### config.mk
export PLATFORM = sky130hd
export DESIGN_NAME = serial_shift_right_unit
export DESIGN_NICKNAME = d
export VERILOG_FILES = /design/src/rtl/serial_shift_right_unit.sv
export SDC_FILE = /design/constraint.sdc
export NUM_CORES = 1
export LEC_CHECK = 0
export CORE_AREA = 2 2 59 61
export CTS_BUF_LIST = sky130_fd_sc_hd__clkbuf_8
export DETAILED_ROUTE_END_ITERATION = 10
export DIE_AREA = 0 0 61 63
export PLACE_DENSITY = 0.92
export SLEW_MARGIN = 40
export SYNTH_ARGS = -nofsm -noshare
export SYNTH_HDL_FRONTEND = slang
export SYNTH_SLANG_ARGS = --single-unit
### constraint.sdc
create_clock -name Clock -period 1.8 [get_ports Clock]
set_input_delay 0.36 -clock Clock [delete_from_list [all_inputs] [get_ports Clock]]
set_output_delay 0.36 -clock Clock [all_outputs]
set_load 0.01 [all_outputs]
### src/rtl/serial_shift_right_unit.sv
// Multi-cycle right shifter (LSR/ASR/ROR) with a Start/Done handshake, one bit per clock.
// Optional SSRU_MULTI_STEP_EN: step four bits per clock while at least four remain.
module serial_shift_right_unit #(
  parameter int WIDTH   = 20,
  parameter int SHAMT_W = 5
) (
  input  logic               Clock,
  input  logic               Reset,
  input  logic               Start,
  input  logic [1:0]         Mode,
  input  logic [WIDTH-1:0]   DataA,
  input  logic [SHAMT_W-1:0] ShiftAmount,
  output logic               Busy,
  output logic               Done,
  output logic [WIDTH-1:0]   Result
);

  typedef enum logic [1:0] {
    S_IDLE  = 2'd0,
    S_SHIFT = 2'd1,
    S_DONE  = 2'd2
  } state_t;

  localparam logic [1:0] MODE_ASR = 2'd1;
  localparam logic [1:0] MODE_ROR = 2'd2;

  state_t               state, state_nxt;
  logic [WIDTH-1:0]     shift_reg, shift_nxt;
  logic [SHAMT_W-1:0]   count, count_nxt;
  logic [1:0]           mode_q, mode_nxt;
  logic [SHAMT_W-1:0]   step;
  logic [WIDTH-1:0]     shifted;
  logic                 fill1;
  logic [WIDTH-1:0]     shr1;

  always_comb begin
    case (mode_q)
      MODE_ASR: fill1 = shift_reg[WIDTH-1];
      MODE_ROR: fill1 = shift_reg[0];
      default:  fill1 = 1'b0;
    endcase
    shr1 = {fill1, shift_reg[WIDTH-1:1]};
  end

`ifdef SSRU_MULTI_STEP_EN
  logic             step4;
  logic [3:0]       fill4;
  logic [WIDTH-1:0] shr4;

  always_comb begin
    step4 = |count[SHAMT_W-1:2];
    case (mode_q)
      MODE_ASR: fill4 = {4{shift_reg[WIDTH-1]}};
      MODE_ROR: fill4 = shift_reg[3:0];
      default:  fill4 = '0;
    endcase
    shr4    = {fill4, shift_reg[WIDTH-1:4]};
    step    = step4 ? SHAMT_W'(4) : SHAMT_W'(1);
    shifted = step4 ? shr4 : shr1;
  end
`else
  always_comb begin
    step    = SHAMT_W'(1);
    shifted = shr1;
  end
`endif

  always_ff @(posedge Clock or posedge Reset) begin
    if (Reset) begin
      state     <= S_IDLE;
      shift_reg <= '0;
      count     <= '0;
      mode_q    <= '0;
    end else begin
      state     <= state_nxt;
      shift_reg <= shift_nxt;
      count     <= count_nxt;
      mode_q    <= mode_nxt;
    end
  end

  always_comb begin
    state_nxt = state;
    shift_nxt = shift_reg;
    count_nxt = count;
    mode_nxt  = mode_q;
    case (state)
      S_SHIFT: begin
        shift_nxt = shifted;
        count_nxt = count - step;
        // count never reaches zero inside SHIFT; the final step lands exactly on it
        if (count == step) state_nxt = S_DONE;
      end
      default: begin
        if (Start) begin
          shift_nxt = DataA;
          count_nxt = ShiftAmount;
          mode_nxt  = Mode;
          state_nxt = (ShiftAmount == '0) ? S_DONE : S_SHIFT;
        end else begin
          state_nxt = S_IDLE;
        end
      end
    endcase
  end

  assign Busy   = (state == S_SHIFT);
  assign Done   = (state == S_DONE);
  assign Result = shift_reg;

endmodule

==> flow_summary.yaml <==
clocking:
  clock_latency_ns: 0.28
  numCtsBuffers: 5
  clock_path_buffers: 2
  htreeDepth: 2
  clkTransAtPathRegs_ns: 0.06
  root_buffer: "clkbuf_8"
  post_cts_buffers: 0
  cts.sinks: 29
  cts_tree: "yes"
die:
  fp-row-count: 21
  core_area_mm2: 0.00323
  num_io_pins: 52
  die_area_mm2: 0.00384
  die_h_um: 63
  initial_core_util: 0.443
  die_w_um: 61
logic_synthesis:
  synth_warnings: 0
  synth_cell_type_count: 29
  seq_area_frac_synth: 0.507
  synth_fp_nets: 168
  syn_inst: 136
  syn_avg_cell_area_um2: 10.5
  netlist_top_cells_area: "dfrtp_1, mux2i_1, o21ai_0"
  ys_ff_latch: 29
  syn_area_mm2: 0.00143
  synth_top_area_share: 0.507
  synth_area_leader_cell: "dfrtp_1"
pwr:
  vdd_drop_max_mv: 0.989
  switching_share: 0.360
  power_frac_seq: 0.391
  comb_power_share: 0.453
  p_sw_mw: 1.12
  power_density_mw_per_mm2: 1500
  pwr-share-clk: 0.156
  p_leak_nw: 0.940
  internal_power_mw: 1.99
route:
  wl_per_cell_um: 13.7
  top_layer: "met4"
  routed_wl_um: 3270
  first_pass_iters: 4
  wl_met2_um: 1570
  vias: 1183
  drt-initial-drc-count: 57
  antenna_left: 0
  met1_length_um: 1490
  drc: 0
  dr_wl_met3_um: 166
  vias_per_cell: 4.95
grt:
  antenna_found_initial: 0
  grtUsageTotal: 0.197
  grt_remaining_overflow: 0
  grt_pass1_wl_um: 5550
  grt_max_degree: 30
  grt_pass1_vias: 1196
timing:
  finClkSkew_ns: 0.00762
  max_freq_ghz: 0.577
  fin_setup_tns_ns: 0
  setup_viol: 0
  holdWs_ns: 0.454
  finalCritPeriodShare: 0.964
  setup_ws_ns: 0.0655
  grt_setup_unrepaired: "false"
  slew_viol_final: 0
  hold_viol_final: 0
  finalCriticalPeriod_ns: 1.73
  slew_headroom: 0.752
  tightestPinTransition_ns: 0.370
cells_and_area:
  area_growth_pct: 45.4
  nFillCells: 269
  layout-drive-gt1-share: 0.0984
  finalInstanceArea_mm2: 0.00208
  post-route-util: 0.643
  nNetsFinal: 224
  diodes: 0
worst_setup_path:
  arrival_ns: 1.37
  path_buf_inv: 1
  worstPathMaxFanout: 4
  crit_chain: "nor2b_1 > clkdlybuf4s50_1"
  slowest_stage: "clkdlybuf4s50_1"
  worstPathRequired_ns: 1.44
  critPathLaunchType: "flop"
  crit_family: "buffers and inverters"
  critPathKind: "flop to output port"
  max_stage_delay_ns: 0.54
  end_kind: "output port"
placement:
  hpwl_um: 2390
  numPortBuffers: 51
  place_congestion: 0.824
  place_area_mm2: 0.00200
  place_ws_ns: 0.105
outcome:
  status: "complete, no violations"
run:
  drv_cap: 0
min_path:
  hold_path.class: "input pin to async pin"
[power by group through the flow]
stage	registers (mW)	clock network [mW]	logic, mW
global route	1.27	0.535	1.56
finish	1.22	0.486	1.41
CTS	1.22	0.496	1.42
detailed placement	1.22	0	1.42
global placement	1.21	0	1.38
floorplan	1.26	0	0.697
[logic make-up after synthesis]
| group | after synthesis | synth area share |
|---|---|---|
| AO/OA/AOI/OAI | 33 | 0.144 |
| adder cells (fa/ha/maj) | 2 | 0.0175 |
| buffers and inverters | 13 | 0.0446 |
| flip-flops | 29 | 0.507 |
| multiplexers | 23 | 0.167 |
| AND/OR/NAND/NOR | 36 | 0.119 |
[registers in the layout, indices dropped and copies added, names as in the netlist]
signal and cells:
count 5, mode_q 2, Result 20, state 2
[area by class of cell]
| class | count | area (um^2) | share of cell area |
|---|---|---|---|
| repair buffers | 57 | 554 | 0.267 |
| clock inverters | 3 | 11.3 | 0.00542 |
| flip-flops and latches | 29 | 726 | 0.349 |
| multi-input cells | 94 | 641 | 0.308 |
| inverters | 5 | 21.3 | 0.0102 |
| well taps | 46 | 57.6 | 0.0277 |
| clock buffers | 5 | 68.8 | 0.0331 |
[through the flow]
stage          power [mW]  std cells
2_1_floorplan        1.96        136
3_3_place_gp         2.59        231
3_5_place_dp         2.64        231
4_1_cts              3.14        239
5_1_grt              3.36        239
6_report             3.11        239
[Yosys cell counts]
cell and count:
buf_2 4, nor2_1 3, o21bai_1 1, mux2_2 3, nor3_1 3, nand3_1 2
o221a_1 1, nand4bb_1 1, inv_4 1, a211oi_1 1, and3b_1 1, mux2i_1 19
or4_1 1, a32o_1 2, nor2b_1 1, o211a_1 1, a21oi_1 3, nand2_1 23
o221a_2 1, clkbuf_1 3, nand2b_4 1, a221o_1 1, ha_1 2, dfrtp_1 29
a31o_2 1, buf_6 1, o21ai_0 21, mux2_4 1, inv_1 4
[path summary, 6_finish.rpt]
| path | endpoint | from | slack [ns] | cells after the start |
|---|---|---|---|---|
| max | Done | state[0] | 0.07 | 2 |
| min | Result[1] | Reset | 0.45 | 3 |
| max reg2reg | count[3] | state[1] | 0.23 | 5 |
| min reg2reg | Result[3] | Result[4] | 0.50 | 2 |
| max in group asynchronous | Result[17] | Reset | 1.07 | 3 |
| min in group Clock | Result[3] | Result[4] | 0.50 | 2 |
[cell usage in the layout, fill, tap and decap left out, drive strengths merged, types with 3 or more instances in the layout]
cell / netlist / layout
mux2i: 19 / 19
inv: 5 / 8
clkbuf: 3 / 5
buf: 5 / 6
nor3: 3 / 3
dfrtp: 29 / 29
clkdlybuf4s50: 0 / 50
a21oi: 3 / 3
nor2: 3 / 3
nand2: 23 / 23
o21ai: 21 / 21
mux2: 4 / 4
[worst register-to-register path, delay by kind of cell (launching register included)]
kind	cells	cell delay (ns)
buf+inv	2	0.28
flops	1	0.40
mux	1	0.36
compound gates	1	0.24
simple gates	1	0.19
[timing repair]
item | CTS | global route
gates resized for setup | 1 | 0
setup endpoints to repair | 1 | 0
hold buffers | 0 | 0
[metal layers]
metal | GRT usage | vias up
met4 | 0.0842 | 0
met2 | 0.290 | 34
met1 | 0.261 | 552
met3 | 0.0642 | 5
li1 | - | 592
met5 | 0 | -
No activity file was read; power rests on OpenSTA's default activity.
